==> config.mk <==
export PLATFORM = sky130hd
export DESIGN_NAME = vga_mode_ctrl
export DESIGN_NICKNAME = d
export VERILOG_FILES = /design/src/rtl/vga_mode_ctrl.sv
export SDC_FILE = /design/constraint.sdc
export NUM_CORES = 1
export LEC_CHECK = 0
export ABC_AREA = 1
export CORE_ASPECT_RATIO = 2
export CORE_MARGIN = 1.5
export CORE_UTILIZATION = 29
export CTS_CLUSTER_DIAMETER = 40
export CTS_CLUSTER_SIZE = 24
export DETAILED_ROUTE_END_ITERATION = 7
export DONT_BUFFER_PORTS = 1
export SLEW_MARGIN = 40
export SYNTH_ARGS = -nofsm -noshare
export SYNTH_HDL_FRONTEND = slang
export SYNTH_SLANG_ARGS = --single-unit
==> constraint.sdc <==
create_clock -name clk -period 1.89 [get_ports clk]
set_input_delay 0.189 -clock clk [delete_from_list [all_inputs] [get_ports clk]]
set_output_delay 0.189 -clock clk [all_outputs]
set_load 0.01 [all_outputs]
==> src/rtl/vga_mode_ctrl.sv <==
// Purpose : video-mode sequencer for the VGA timing generator; holds a 4-entry timing table,
//           waits for a vsync boundary, holds the generator in reset while new timing is applied.
// Latency : load begins 3 cycles after a vs_in falling edge; gen_reset_n low HOLD_CYCLES+1 cycles.
// Backpressure: none; requests while busy overwrite the pending mode (last wins), queued past RELEASE.
// Optional: define VGA_MODE_CTRL_TIMEOUT_EN to force the load after TIMEOUT_CYCLES without a vsync edge.
// Ports   : clk/reset (async, active-high); mode_req/mode_sel request; vs_in generator vsync (active low);
//           busy/done/cur_mode/pclk_sel status; gen_reset_n generator reset; h_*/v_*/v_active_* timing;
//           timeout_flag sticky forced-load indicator.
module vga_mode_ctrl #(
    parameter int DEFAULT_MODE   = 0,
    parameter int HOLD_CYCLES    = 16,
    parameter int TIMEOUT_CYCLES = 2000000
) (
    input  logic        clk,
    input  logic        reset,
    input  logic        mode_req,
    input  logic [1:0]  mode_sel,
    input  logic        vs_in,
    output logic        busy,
    output logic        done,
    output logic [1:0]  cur_mode,
    output logic [1:0]  pclk_sel,
    output logic        gen_reset_n,
    output logic [11:0] h_total,
    output logic [11:0] h_sync,
    output logic [11:0] h_start,
    output logic [11:0] h_end,
    output logic [11:0] v_total,
    output logic [11:0] v_sync,
    output logic [11:0] v_start,
    output logic [11:0] v_end,
    output logic [11:0] v_active_14,
    output logic [11:0] v_active_24,
    output logic [11:0] v_active_34,
    output logic        timeout_flag
);

    localparam int HW = $clog2(HOLD_CYCLES);

    // Out-of-range parameters stop elaboration rather than producing a silently broken block.
    if (DEFAULT_MODE < 0 || DEFAULT_MODE > 3 || HOLD_CYCLES < 2 || TIMEOUT_CYCLES < 1) begin : g_bad_params
        $error("vga_mode_ctrl: parameter out of range");
    end

    typedef struct packed {
        logic [11:0] h_total, h_sync, h_start, h_end;
        logic [11:0] v_total, v_sync, v_start, v_end;
        logic [11:0] va14, va24, va34;
    } timing_t;

    typedef enum logic [2:0] {S_IDLE, S_WAIT_VS, S_LOAD, S_HOLD, S_RELEASE} state_t;

    // Table lookup plus quarter-line derivation; all arithmetic wraps at 12 bits.
    function automatic timing_t mode_timing(input logic [1:0] m);
        timing_t     t;
        logic [11:0] q;
        t = '0;
        case (m)
            2'd0: begin
                t.h_total = 12'd799;  t.h_sync = 12'd95;  t.h_start = 12'd141; t.h_end = 12'd781;
                t.v_total = 12'd524;  t.v_sync = 12'd1;   t.v_start = 12'd34;  t.v_end = 12'd514;
            end
            2'd1: begin
                t.h_total = 12'd1055; t.h_sync = 12'd127; t.h_start = 12'd213; t.h_end = 12'd1013;
                t.v_total = 12'd627;  t.v_sync = 12'd3;   t.v_start = 12'd26;  t.v_end = 12'd626;
            end
            2'd2: begin
                t.h_total = 12'd1343; t.h_sync = 12'd135; t.h_start = 12'd293; t.h_end = 12'd1317;
                t.v_total = 12'd805;  t.v_sync = 12'd5;   t.v_start = 12'd34;  t.v_end = 12'd802;
            end
            default: begin
                t.h_total = 12'd1649; t.h_sync = 12'd39;  t.h_start = 12'd259; t.h_end = 12'd1539;
                t.v_total = 12'd749;  t.v_sync = 12'd4;   t.v_start = 12'd24;  t.v_end = 12'd744;
            end
        endcase
        q      = (t.v_end - t.v_start) >> 2;
        t.va14 = t.v_start + q;
        t.va24 = t.v_start + (q << 1);
        t.va34 = t.v_start + q + (q << 1);
        return t;
    endfunction

    state_t          state, state_nxt;
    timing_t         tim;
    logic [1:0]      pending, pend_nxt;
    logic            queued, queued_nxt;
    logic [HW-1:0]   hold_cnt, hold_nxt;
    logic            ack_q, ack_nxt;
    logic            boot, boot_nxt;      // set until the reset-time load has been released
    logic            load_en;
    logic            req_v;
    logic [1:0]      req_m;
    logic            vs_s1, vs_s2, vs_d;
    logic            vs_fall;

`ifdef VGA_MODE_CTRL_TIMEOUT_EN
    localparam int TW = $clog2(TIMEOUT_CYCLES + 1);
    logic [TW-1:0]   to_cnt, to_cnt_nxt;
    logic            to_flag, to_flag_nxt;
`endif

    // vsync is asynchronous to clk: two-flop synchronizer plus an edge register.
    assign vs_fall = vs_d & ~vs_s2;

    always_comb begin
        state_nxt  = state;
        pend_nxt   = pending;
        queued_nxt = queued;
        hold_nxt   = hold_cnt;
        ack_nxt    = 1'b0;
        boot_nxt   = boot;
        load_en    = 1'b0;
        req_v      = 1'b0;
        req_m      = pending;
`ifdef VGA_MODE_CTRL_TIMEOUT_EN
        to_cnt_nxt  = to_cnt;
        to_flag_nxt = to_flag;
`endif
        case (state)
            S_IDLE: begin
                if (mode_req) begin
                    if (mode_sel == cur_mode) begin
                        ack_nxt = 1'b1;
                    end else begin
                        pend_nxt  = mode_sel;
                        state_nxt = S_WAIT_VS;
`ifdef VGA_MODE_CTRL_TIMEOUT_EN
                        to_cnt_nxt = '0;
`endif
                    end
                end
            end
            S_WAIT_VS: begin
                if (mode_req) pend_nxt = mode_sel;
`ifdef VGA_MODE_CTRL_TIMEOUT_EN
                to_cnt_nxt = to_cnt + TW'(1);
                if (vs_fall) begin
                    state_nxt = S_LOAD;
                end else if (to_cnt == TW'(TIMEOUT_CYCLES - 1)) begin
                    state_nxt   = S_LOAD;
                    to_flag_nxt = 1'b1;
                end
`else
                if (vs_fall) state_nxt = S_LOAD;
`endif
            end
            S_LOAD: begin
                load_en  = 1'b1;
                hold_nxt = '0;
                if (mode_req) begin
                    pend_nxt   = mode_sel;
                    queued_nxt = 1'b1;
                end
                state_nxt = S_HOLD;
            end
            S_HOLD: begin
                hold_nxt = hold_cnt + HW'(1);
                if (mode_req) begin
                    pend_nxt   = mode_sel;
                    queued_nxt = 1'b1;
                end
                if (hold_cnt == HW'(HOLD_CYCLES - 1)) state_nxt = S_RELEASE;
            end
            S_RELEASE: begin
                boot_nxt   = 1'b0;
                queued_nxt = 1'b0;
                // A request landing in this very cycle counts as queued.
                if (mode_req) begin
                    req_v = 1'b1;
                    req_m = mode_sel;
                end else begin
                    req_v = queued;
                    req_m = pending;
                end
                // cur_mode already holds the just-applied mode here.
                if (req_v && req_m != cur_mode) begin
                    pend_nxt  = req_m;
                    state_nxt = S_WAIT_VS;
`ifdef VGA_MODE_CTRL_TIMEOUT_EN
                    to_cnt_nxt = '0;
`endif
                end else begin
                    state_nxt = S_IDLE;
                end
            end
            default: state_nxt = S_IDLE;
        endcase
    end

    always_ff @(posedge clk or posedge reset) begin
        if (reset) begin
            state    <= S_HOLD;
            tim      <= mode_timing(2'(DEFAULT_MODE));
            cur_mode <= 2'(DEFAULT_MODE);
            pending  <= 2'(DEFAULT_MODE);
            queued   <= 1'b0;
            hold_cnt <= '0;
            ack_q    <= 1'b0;
            boot     <= 1'b1;
            vs_s1    <= 1'b1;
            vs_s2    <= 1'b1;
            vs_d     <= 1'b1;
        end else begin
            state    <= state_nxt;
            pending  <= pend_nxt;
            queued   <= queued_nxt;
            hold_cnt <= hold_nxt;
            ack_q    <= ack_nxt;
            boot     <= boot_nxt;
            vs_s1    <= vs_in;
            vs_s2    <= vs_s1;
            vs_d     <= vs_s2;
            if (load_en) begin
                tim      <= mode_timing(pending);
                cur_mode <= pending;
            end
        end
    end

`ifdef VGA_MODE_CTRL_TIMEOUT_EN
    always_ff @(posedge clk or posedge reset) begin
        if (reset) begin
            to_cnt  <= '0;
            to_flag <= 1'b0;
        end else begin
            to_cnt  <= to_cnt_nxt;
            to_flag <= to_flag_nxt;
        end
    end
    assign timeout_flag = to_flag;
`else
    assign timeout_flag = 1'b0;
`endif

    assign busy        = (state != S_IDLE);
    assign gen_reset_n = !(state == S_LOAD || state == S_HOLD);
    assign done        = ack_q | (state == S_RELEASE && !boot);
    assign pclk_sel    = cur_mode;

    assign h_total     = tim.h_total;
    assign h_sync      = tim.h_sync;
    assign h_start     = tim.h_start;
    assign h_end       = tim.h_end;
    assign v_total     = tim.v_total;
    assign v_sync      = tim.v_sync;
    assign v_start     = tim.v_start;
    assign v_end       = tim.v_end;
    assign v_active_14 = tim.va14;
    assign v_active_24 = tim.va24;
    assign v_active_34 = tim.va34;

endmodule

After elaboration in Yosys (flattened, before gate mapping)
Index checks and enable logic that the tools add are counted.
Operators by class
  reductions and logical operators: 15
  div/mod/pow operators: 0
  multipliers: 0
  order comparisons: 0
  shift-type cells: 0
  muxes and demuxes: 22
  bitwise gates (word level): 3
  eq/ne operators: 14
  add/subtract/negate cells: 5
Operators by type and width (count)
  $pmux W95 S3: 1
  $mux W96: 1
  $add A12 B11 Y12: 2
  $pmux W3 S5: 1
  $add A12 B10 Y12: 1
  $mux W3: 4
  $sub A12 B12 Y12: 1
  $mux W2: 5
  $ne A2 B2 Y1 const B: 5
  $pmux W4 S2: 1
  $reduce_and A4 Y1: 2
  $mux W1: 7
  $eq A3 B2 Y1 const B: 2
  $pmux W2 S3: 1
  $reduce_bool A3 Y1: 2
  $add A4 B1 Y4 const B: 1
  $eq A4 B4 Y1 const B: 1
  $reduce_bool A2 Y1: 2
  $eq A3 B1 Y1 const B: 1
  $eq A3 B3 Y1 const B: 1
  $logic_not A3 Y1: 1
  $reduce_or A3 Y1: 1
  $eq A2 B1 Y1 const B: 1
  $eq A2 B2 Y1: 1
  11 further kinds: 13
Storage, ports and cells
  output and inout port bits: 140
  word-level logic and storage cells: 80
  input bits: 6
  bits in read-only memories: 0
  register bits after elaboration: 149
  memories kept: 0
  RAM bits: 0
  bits in latches: 0

Longest topological paths before layout
Gate-level depths: netlist (run 1).
  depth in word-level cells: 6
  depth in mapped cells: 11
  gate-level depth less buffers: 11

Worst setup path after synthesis (run 1)
Ideal clock, no wire load.
  path type: flip-flop to flip-flop
  from: reg pending[0]
  to: reg tim, in the netlist v_active_34[3]
  slack: 0.539 ns
  arrival: 1.273 ns
  setup time: 0.079 ns
  data required time: 1.811 ns
  buffers on the path: 0
  cell stages (with the launch flop): 6
  cells stage by stage: dfrtp_1 > inv_1 > ha_1 > xnor2_1 > xor2_1 > o21ai_0
Between the ends
  longest elaborated chain between the ends: 6
  elaborated cells on any way between the ends: 8
  those cells by class: add/sub: 3; eq/ne: 2; mux: 2; reduce/logical: 1
RTL lines
  start, declared: RTL line 85  | logic [1:0] pending, pend_nxt;
  start signal, assigned: RTL line 195  | pending <= 2'(DEFAULT_MODE);
  start signal, assigned: RTL line 205  | pending <= pend_nxt;
  $eq A2 B2 Y1 (tied with other cells): RTL line 58  | case (m)
  $pmux W95 S3 *: RTL line 58
  $mux W96 *: RTL line 213  | if (load_en) begin
  $sub A12 B12 Y12: RTL line 76  | q = (t.v_end - t.v_start) >> 2;
  $add A12 B10 Y12: RTL line 79  | t.va34 = t.v_start + q + (q << 1);
  $add A12 B11 Y12 *: RTL line 79
  end signal, assigned: RTL line 193  | tim <= mode_timing(2'(DEFAULT_MODE));
  end signal, assigned: RTL line 214  | tim <= mode_timing(pending);
  end, declared: RTL line 84  | timing_t tim;
Mark *: on every way between the ends. The rest lies on a longest branch, timed or not. The select of a mux whose other input is x is not followed.
A chain may end at the register's enable or synchronous reset.

Final worst setup path (run 1)
  from: reg pending[1]
  to: reg tim, in the netlist v_active_34[3]
The elaborated chain is that of the path after synthesis.

==> results.tsv, run 1 <==
stage	metric	value	unit
placement	number of I/O port buffers	0	
cts	latest clock arrival within the worst-skew pair	0.29	ns
logic_synthesis	number of enable-type register cells in the synthesized netlist	0	
floorplan	Chip Width	72.81	um
cts	Post-CTS Repair Setup Buffers	0	
drt	number of DRC markers in iteration 0	72	
worst_setup_path	CP max-delay cell	dfrtp_1	
logic_synthesis	average cell area after synthesis	8.462	sq um
drt	total iterations of the first detailed-routing run	4	
cts	H-tree level count	2	
layout	summed area of non-filler cells in the final layout	0.002520	sq mm
drt	antenna violation net count after detailed routing	0	
cts	clock transition time at the flip-flop clock pins of the worst setup and hold paths	0.06	ns
timing	Post-Route Setup TNS	0	ns
timing	shortest clock period the worst path allows after layout	1.491	ns
logic_synthesis	cell taking the most area after synthesis	buf_4	
global_routing	antenna violations before repair	0	
worst_setup_path	slowest stage delay, CP	0.46	ns
worst_setup_path	cell breakdown of the critical path	inv_1 > ha_1 > nand2_1 > xnor2_1 > xor2_1 > o21ai_0	
drt	drt via density	3.949	
pwr	Max IR drop VDD	0.0004860	V
floorplan	die area	0.01038	sq mm
placement	final weighted congestion of routability-driven global placement	0.8144	
logic_synthesis	top cells by instance count after synthesis	111 x buf_4, 60 x nand2_1, 24 x dfrtp_1	
logic_synthesis	fraction of the yosys area taken by sequential cells	0.3891	
worst_setup_path	Bufs and invs on worst path	1	
floorplan	Initial Util	0.2992	
timing	worst relative slew slack	0.5542	
floorplan	# IOs	146	
timing	Worst Max-Slew Pin Slew	0.6687	ns
run_status	run status	finished, final reports clean	
logic_synthesis	dominant cell by count in the synthesized netlist	buf_4	
layout	total area of sequential cells	0.001100	sq mm
cts	number of buffers between clock root and the deepest sink	2	
timing	skew final	0.004685	ns
placement	placed insts	404	
layout	number of non-filler instances in the completed layout	414	
drt	Routed WL per cell	12.60	um
cts	CTS tree	built	
layout	Final nets	298	
timing	Final Hold Violating Endpoints	0	
timing	Peak Freq	0.6708	GHz
drt	DRC viols	0	
pwr	total power divided by cell area	1868	mW/mm^2
floorplan	area of the core region	0.009447	sq mm
timing	RSZ-0062 raised after global routing	no	
worst_setup_path	Req. time, crit path	2.10	ns
worst_setup_path	capturing element type of the critical path	register	
pwr	total power after layout	4.707	mW
drt	DR vias	1635	
floorplan	Vert. Die Dim	142.6	um
placement	instance area after placement	0.002355	sq mm
logic_synthesis	FF+latch count, synth	43	
drt	total routed wirelength	5215	um
logic_synthesis	fraction of synthesized cell area taken by the top area cell type	0.2948	
logic_synthesis	count of yosys warnings during synthesis	0	
layout	fraction of layout cells with a size suffix above 1	0.1549	
worst_setup_path	Worst Setup Path Type	register to register	
logic_synthesis	async set or reset register ratio after synthesis	1.000	
logic_synthesis	number of distinct standard cells referenced by the synthesized netlist	25	
logic_synthesis	biggest area contributors in the synthesized netlist	buf_4 29%, dfrtp_1 21%, dfstp_2 18%, nand2_1 8.0%, ha_1 4.0%	
global_routing	All-Layer GR Usage	0.1062	
run	Maximum Capacitance Violations	0	
hold_path	hold crit path type	primary input to register	
global_routing	via count of the first global-routing pass	1611	
layout	multi-input combinational cell area	979.7	sq um
logic_synthesis	synthesized area	0.002826	sq mm
logic_synthesis	post-synthesis cell count	334	
layout	count of antenna diodes in the layout	0	
global_routing	global-route wire length before repair	8259	um
worst_setup_path	arrival time at the worst endpoint	1.70	ns
worst_setup_path	Crit Path Max Fanout	7	
layout	area delta synth->final	-10.85	%
global_routing	global route overflow	0	
placement	estimated wirelength of the detail-placed design	4028	um
worst_setup_path	family with the most delay on the worst path	flip-flops	
timing	post-route fraction of the period consumed by the critical path	0.7888	
cts	TritonCTS Buffers	5	
logic_synthesis	main flop type after synthesis	dfrtp_1	
global_routing	pin count of the biggest net entering global routing	44	
worst_setup_path	register-to-register path setup slack	0.40	ns
layout	number of fillers in the final layout	1012	
pwr	Leak	1.279	nW
cts	Num Clock Sinks	43	
cts	root buffer cell	clkbuf_16	
timing	pins over their slew limit	0	
timing	Setup-failing EPs final	0	
worst_setup_path	kind of start point of the critical path	register	
floorplan	row cnt	50	
[layout make-up]
cell class | instances | share of cell area
well taps | 130 | 0.06455
multi-input cells | 204 | 0.3888
inverters | 24 | 0.03575
clock buffers | 5 | 0.04965
flip-flops and latches | 43 | 0.4364
repair buffers | 5 | 0.01688
clock inverters | 3 | 0.007944
[final timing paths]
| check | cells after the start | end | startpoint |
|---|---|---|---|
| max | 6 | v_active_34[3] | pending[1] |
| min | 2 | ack_q | mode_req |
| max reg2reg | 6 | v_active_34[3] | pending[1] |
| min reg2reg | 0 | vs_s2 | vs_s1 |
| max in group asynchronous | 3 | boot | reset |
| min in group asynchronous | 3 | h_total[5] | reset |
[stage by stage]
| step | util | hold WS, ns | setup slack [ns] |
|---|---|---|---|
| floorplan | - | 0.1935 | 0.5386 |
| CTS | 0.2668 | 0.09926 | 0.3808 |
| global placement | 0.2493 | 0.1936 | 0.4612 |
| global route | 0.2668 | 0.1147 | 0.2161 |
| finish | 0.2668 | 0.1036 | 0.3992 |
| detailed placement | 0.2493 | 0.1936 | 0.3985 |
[per-layer routing]
layer / routed length [um] / global-route usage / share of wire
met1: 1610 / 0.09264 / 0.31
met2: 3140 / 0.2110 / 0.60
met3: 359 / 0.03176 / 0.069
met4: 105 / 0.04568 / 0.020
met5: 0 / 0 / 0
[power by group]
group          leakage, nW  total (mW)  switching [mW]  internal, mW
logic                0.704        1.62            1.07         0.548
clock network       0.0658       0.840           0.354         0.486
registers            0.509        2.25           0.828          1.42
[placed cells by master, fill, tap and decap left out, types with 2 or more instances in the layout]
master | Yosys | layout
nor2_2 | 3 | 3
o21ai_1 | 8 | 8
a21o_1 | 3 | 3
nand3_1 | 11 | 11
inv_1 | 19 | 19
dfstp_2 | 19 | 19
nand2_2 | 4 | 4
a21oi_1 | 9 | 9
o21ai_0 | 15 | 15
nor2_1 | 16 | 16
ha_1 | 9 | 9
dlygate4sd3_1 | 0 | 2
dfrtp_1 | 24 | 24
clkinvlp_4 | 0 | 2
nor3_1 | 3 | 3
buf_4 | 111 | 3
nand2_1 | 60 | 60
xor2_1 | 2 | 2
conb_1 | 2 | 53
xnor2_1 | 3 | 3
inv_2 | 5 | 5
clkbuf_16 | 0 | 5
[cells by family after synthesis]
logic type               Yosys count  share of synthesized area
buffers and inverters            138                     0.3320
AND/OR/NAND/NOR                   99                     0.1483
flip-flops                        43                     0.3891
AO/OA/AOI/OAI                     38                    0.07260
adder cells (fa/ha/maj)            9                    0.03984
XOR/XNOR                           5                    0.01550
other                              2                   0.002657
[state kept, by name, summed over array words and instances, names as in the netlist, 2 cells and up]
name         count
cur_mode         2
h_end            2
h_start          3
h_total          5
hold_cnt         4
pending          2
state            3
v_active_14      5
v_active_24      3
v_active_34      5
v_total          2
[what timing repair did]
action                                  in CTS  in global routing
hold endpoints to repair                    25                  0
hold buffers                                 2                  0
endpoints found under the setup margin       0                  0
gates resized for setup                      0                  0
Note: power is estimated with default switching activity, not from simulation.
==> run 2, diff against run 1 <==
==> constraint.sdc (replaced) <==
create_clock -name clk -period 1.5 [get_ports clk]
set_input_delay 0.15 -clock clk [delete_from_list [all_inputs] [get_ports clk]]
set_output_delay 0.15 -clock clk [all_outputs]
set_load 0.01 [all_outputs]
==> results.tsv, run 2 (synthesis results as in run 1) <==
stage	metric	value	unit	change
timing	pins over their slew limit	0		unchanged
placement	instance area after placement	0.002435	sq mm	+3.4%
worst_setup_path	kind of start point of the critical path	register		
drt	DR vias	1675		+2.4%
timing	Fin Hold WS	0.05745	ns	-0.04617 ns
floorplan	Vert. Die Dim	142.6	um	unchanged
layout	most frequent cells in the layout	59 x nand2_1, 53 x conb_1, 23 x dfrtp_1, 19 x dfstp_2, 16 x inv_1		
placement	estimated wirelength of the detail-placed design	4120	um	+2.3%
pwr	total power after layout	6.590	mW	+40%
cts	H-tree level count	2		unchanged
global_routing	antenna violations before repair	0		unchanged
worst_setup_path	capturing element type of the critical path	output port		
floorplan	area of the core region	0.009447	sq mm	unchanged
layout	post-layout utilization of the core	0.2860		+0.01920
layout	number of non-filler instances in the completed layout	427		+3.1%
layout	area delta synth->final	-4.427	%	
placement	final weighted congestion of routability-driven global placement	0.8252		+1.3%
drt	total iterations of the first detailed-routing run	4		unchanged
floorplan	Initial Util	0.2992		unchanged
worst_setup_path	Worst Setup Path Type	register to output port		
hold_path	hold crit path type	primary input to register		
layout	Final nets	311		+4.4%
floorplan	# IOs	146		unchanged
timing	smallest setup slack after layout	0.04706	ns	-0.3521 ns
timing	shortest clock period the worst path allows after layout	1.453	ns	
worst_setup_path	arrival time at the worst endpoint	1.30	ns	-0.40 ns
pwr	total power divided by cell area	2440	mW/mm^2	+31%
layout	leading cell type in the layout, fill and taps excluded	nand2_1		
global_routing	pin count of the biggest net entering global routing	44		unchanged
worst_setup_path	Crit Path Max Fanout	4		-3
cts	TritonCTS Buffers	5		unchanged
global_routing	via count of the first global-routing pass	1601		-0.62%
layout	summed area of non-filler cells in the final layout	0.002701	sq mm	+7.2%
worst_setup_path	Req. time, crit path	1.35	ns	-0.75 ns
cts	number of buffers between clock root and the deepest sink	2		unchanged
timing	skew final	0.007689	ns	+0.003004 ns
pwr	Max IR drop VDD	0.0006391	V	+31%
floorplan	Chip Width	72.81	um	unchanged
floorplan	row cnt	50		unchanged
drt	total routed wirelength	5412	um	+3.8%
placement	placed insts	413		+2.2%
global_routing	global route overflow	0		unchanged
drt	Routed WL per cell	12.67	um	+0.62%
cts	root buffer cell	clkbuf_16		
timing	Worst Max-Slew Pin Slew	0.5700	ns	-0.09871 ns
layout	count of antenna diodes in the layout	0		unchanged
floorplan	die area	0.01038	sq mm	unchanged
cts	Num Clock Sinks	43		unchanged
drt	drt via density	3.923		-0.67%
global_routing	global-route wire length before repair	8535	um	+3.3%
placement	pre-CTS setup slack	0.08531	ns	-0.3132 ns
run	Maximum Capacitance Violations	0		unchanged
pwr	Leak	1.374	nW	+7.5%
drt	number of DRC markers in iteration 0	98		+36%
layout	fraction of layout cells with a size suffix above 1	0.2323		+0.07739
timing	Post-Route Setup TNS	0	ns	unchanged
timing	RSZ-0062 raised after global routing	yes		
placement	number of I/O port buffers	0		unchanged
drt	antenna violation net count after detailed routing	0		unchanged
timing	Setup-failing EPs final	0		unchanged
timing	Final Hold Violating Endpoints	0		unchanged
global_routing	All-Layer GR Usage	0.1106		+0.004355
cts	clock transition time at the flip-flop clock pins of the worst setup and hold paths	0.06	ns	about the same
drt	DRC viols	0		unchanged
timing	Peak Freq	0.6883	GHz	
timing	post-route fraction of the period consumed by the critical path	0.9686		
cts	CTS tree	built		
timing	worst relative slew slack	0.6200		+0.06581
cts	latest clock arrival within the worst-skew pair	0.29	ns	about the same
run_status	run status	finished, final reports clean		
==> run 2: repair_timing <==
| action | in CTS | in global routing |
|---|---|---|
| hold buffers | 2 | 0 |
| buffers inserted | 1 | 3 |
| setup endpoints to repair | 1 | 11 |
| hold endpoints to repair | 25 | 0 |
| pin swaps | 1 | 4 |
| gates resized for setup | 3 | 12 |
==> run 2: layout make-up <==
cell class                      instances  area (sq um)
Fill cell                            1005          6745
Sequential cell                        43          1101
Multi-Input combinational cell        204          1018
Tap cell                              130         162.7
Timing Repair Buffer                   18         156.4
Clock buffer                            5         125.1
Inverter                               24         90.09
Clock inverter                          3         47.55
==> run 2: path summary, 6_finish.rpt <==
path	from	endpoint	slack, ns	cells after the start
max	state[0]	gen_reset_n	0.05	5
min in group asynchronous	reset	v_active_34[5]	0.45	3
min	mode_req	ack_q	0.06	2
min reg2reg	vs_s1	vs_s2	0.36	0
max in group asynchronous	reset	pending[0]	0.65	3
max reg2reg	state[1]	pending[1]	0.12	7
==> run 2: layer usage <==
metal	wire length, um	global-route usage
met1	1721	0.1029
met2	3223	0.2178
met3	380	0.02964
met4	87	0.04171
met5	0	0
==> run 2: critical path: stages (launching register included) <==
cell and delay (ns):
dfstp_2 0.60, nor2_4 0.06, nand2_2 0.10, nand2_2 0.07, inv_2 0.09, buf_6 0.10
==> run 2: power breakdown <==
group	total [mW]	internal [mW]	switching (mW)
logic	2.70	0.990	1.71
clock network	1.28	0.794	0.487
registers	2.61	1.80	0.815
==> run 3, diff against run 2 <==
--- a/config.mk
+++ b/config.mk
@@ -7,7 +7,7 @@
 export LEC_CHECK = 0
 export ABC_AREA = 1
 export CORE_ASPECT_RATIO = 2
-export CORE_MARGIN = 1.5
+export CORE_MARGIN = 2
 export CORE_UTILIZATION = 29
 export CTS_CLUSTER_DIAMETER = 40
 export CTS_CLUSTER_SIZE = 24
==> results.tsv, run 3 (synthesis results as in run 1) <==
stage	metric	value	unit	change
run_status	run status	finished, final reports clean		
hold_path	WHS Endpoint	ack_q		
worst_setup_path	arrival time at the worst endpoint	1.31	ns	about the same
timing	shortest clock period the worst path allows after layout	1.455	ns	+0.002062 ns
cts	H-tree level count	2		unchanged
floorplan	row cnt	51		+2.0%
floorplan	# IOs	146		unchanged
layout	fraction of layout cells with a size suffix above 1	0.2128		-0.01949
timing	worst relative slew slack	0.6230		+0.002940
layout	number of fillers in the final layout	1067		+6.2%
drt	DR vias	1693		+1.1%
drt	number of DRC markers in iteration 0	91		-7.1%
worst_setup_path	register-to-register path setup slack	0.10	ns	-0.02 ns
placement	number of I/O port buffers	0		unchanged
pwr	sw frac	0.4663		+0.009548
drt	Highest Signal Layer	met4		
timing	post-route fraction of the period consumed by the critical path	0.9700		+0.001375
layout	Final nets	310		-0.32%
timing	Final Hold Violating Endpoints	0		unchanged
pwr	clock network fraction of total power	0.165		-0.029
drt	antenna violation net count after detailed routing	0		unchanged
drt	DRT met1 WL	1643	um	-4.5%
cts	number of buffers between clock root and the deepest sink	2		unchanged
cts	TritonCTS Buffers	5		unchanged
worst_setup_path	kind of start point of the critical path	register		
placement	instance area after placement	0.002430	sq mm	-0.21%
worst_setup_path	worst reg2reg endpoint	pending[1]		
cts	clock transition time at the flip-flop clock pins of the worst setup and hold paths	0.06	ns	about the same
worst_setup_path	Req. time, crit path	1.35	ns	about the same
floorplan	Chip Width	73.81	um	+1.4%
hold_path	Hold Path Stages	2		unchanged
floorplan	die area	0.01060	sq mm	+2.1%
placement	pre-CTS setup slack	-0.009416	ns	-0.09473 ns
global_routing	All-Layer GR Usage	0.1030		-0.007522
drt	total iterations of the first detailed-routing run	6		+2
floorplan	Vert. Die Dim	143.6	um	+0.70%
global_routing	global route overflow	0		unchanged
pwr	Leak	1.349	nW	-1.8%
floorplan	Initial Util	0.2933		-0.005867
timing	Worst Max-Slew Pin Slew	0.5656	ns	-0.004410 ns
global_routing	pin count of the biggest net entering global routing	44		unchanged
hold_path	hold crit path type	primary input to register		
run	Maximum Capacitance Violations	0		unchanged
global_routing	global-route wire length before repair	8073	um	-5.4%
worst_setup_path	Crit Path Max Fanout	4		unchanged
pwr	total power divided by cell area	2384	mW/mm^2	-2.3%
worst_setup_path	source of the worst register-to-register timing path	state[1]		
timing	pins over their slew limit	0		unchanged
layout	count of antenna diodes in the layout	0		unchanged
worst_setup_path	capturing element type of the critical path	output port		
placement	estimated wirelength of the detail-placed design	4181	um	+1.5%
cts	root buffer cell	clkbuf_16		
timing	skew final	0.003647	ns	-0.004042 ns
timing	Setup-failing EPs final	0		unchanged
hold_path	worst hold path startpoint	mode_req		
timing	Fin Hold WS	0.04818	ns	-0.009270 ns
pwr	sequential fraction of design power	0.412		+0.016
floorplan	area of the core region	0.009635	sq mm	+2.0%
pwr	switching power summed over all nets	2.954	mW	-1.9%
cts	CTS tree	built		
worst_setup_path	depth of the most critical reg-to-reg path	8		+1
layout	most frequent cells in the layout	58 x nand2_1, 53 x conb_1, 22 x dfrtp_1, 19 x dfstp_2, 17 x inv_1		
drt	DRC viols	0		unchanged
layout	summed area of non-filler cells in the final layout	0.002656	sq mm	-1.7%
pwr	Max IR drop VDD	0.0006034	V	-5.6%
drt	drt via density	3.956		+0.84%
timing	RSZ-0062 raised after global routing	yes		
drt	total routed wirelength	5416	um	about the same
placement	final weighted congestion of routability-driven global placement	0.8306		+0.65%
cts	latest clock arrival within the worst-skew pair	0.29	ns	about the same
timing	smallest setup slack after layout	0.04500	ns	-0.002062 ns
pwr	proportion of power drawn by combinational gates	0.423		+0.014
cts	Num Clock Sinks	43		unchanged
global_routing	antenna violations before repair	0		unchanged
pwr	P_int	3.380	mW	-5.6%
timing	Peak Freq	0.6873	GHz	-0.14%
worst_setup_path	Worst Setup Path Type	register to output port		
drt	met2 wire len	3284	um	+1.9%
drt	WL met3	391	um	+2.9%
global_routing	via count of the first global-routing pass	1514		-5.4%
drt	Routed WL per cell	12.65	um	-0.16%
layout	area delta synth->final	-6.020	%	
layout	leading cell type in the layout, fill and taps excluded	nand2_1		
-- run 3: cell count changes in the layout (fill, tap and decap cells not counted), sizes merged --
cell,delta
clkbuf,+2
bufinv,-1
inv,-1
buf,-1
-- run 3: worst max-delay path, stage by stage (launching register included) --
cell and delay, ns:
dfstp_2 0.58, nor2_2 0.06, nand2_2 0.13, nand2_4 0.07, inv_4 0.06, buf_4 0.11
-- run 3: final cells by class --
cell class	count	area (sq um)	share of cell area
tap	132	165.2	0.06218
clock buffer	7	132.6	0.04993
timing repair buffer	17	145.1	0.05464
clock inverter	1	5.005	0.001884
multi-input combinational	204	1013	0.3815
sequential	43	1102	0.4150
inverter	24	92.59	0.03486
-- run 3: worst max path at each step --
stage	from	endpoint	cells past startpoint
finish	state[0]	gen_reset_n	5
global route	state[0]	gen_reset_n	5
CTS	pending[1]	v_active_34[3]	5
detailed placement	pending[1]	v_active_34[3]	5
global placement	pending[0]	v_active_14[8]	5
floorplan	pending[0]	v_active_34[3]	5
-- run 3: layer usage --
layer | global-route usage | vias to the layer above
met4 | 0.04115 | 0
met2 | 0.2011 | 80
met1 | 0.09438 | 812
met3 | 0.02945 | 7
li1 | - | 794
met5 | 0 | -
-- run 3: what timing repair did --
| action | CTS | global route |
|---|---|---|
| setup buffers | 0 | 4 |
| gates resized for setup | 5 | 8 |
| endpoints found under the setup margin | 2 | 6 |
| pin swaps | 0 | 3 |
| hold endpoints to repair | 25 | 0 |
| hold buffers | 2 | 0 |
-- run 3: power groups by stage --
stage / Clock (mW) / Sequential, mW / Combinational (mW)
final: 1.04 / 2.61 / 2.68
after detailed placement: 0 / 2.65 / 2.50
after CTS: 1.08 / 2.64 / 2.55
after global routing: 1.12 / 2.72 / 3.04
after global placement: 0 / 2.62 / 2.46
after floorplan: 0 / 2.39 / 2.89
-- run 3: per-stage QoR --
stage	power, mW	utilization	setup TNS (ns)	cells
6_report	6.334	0.2757	0	428
5_1_grt	6.877	0.2757	-0.01107	428
4_1_cts	6.265	0.2698	0	424
3_5_place_dp	5.143	0.2522	-0.009416	414
3_3_place_gp	5.085	0.2522	0	414
2_1_floorplan	5.273	-	0	385
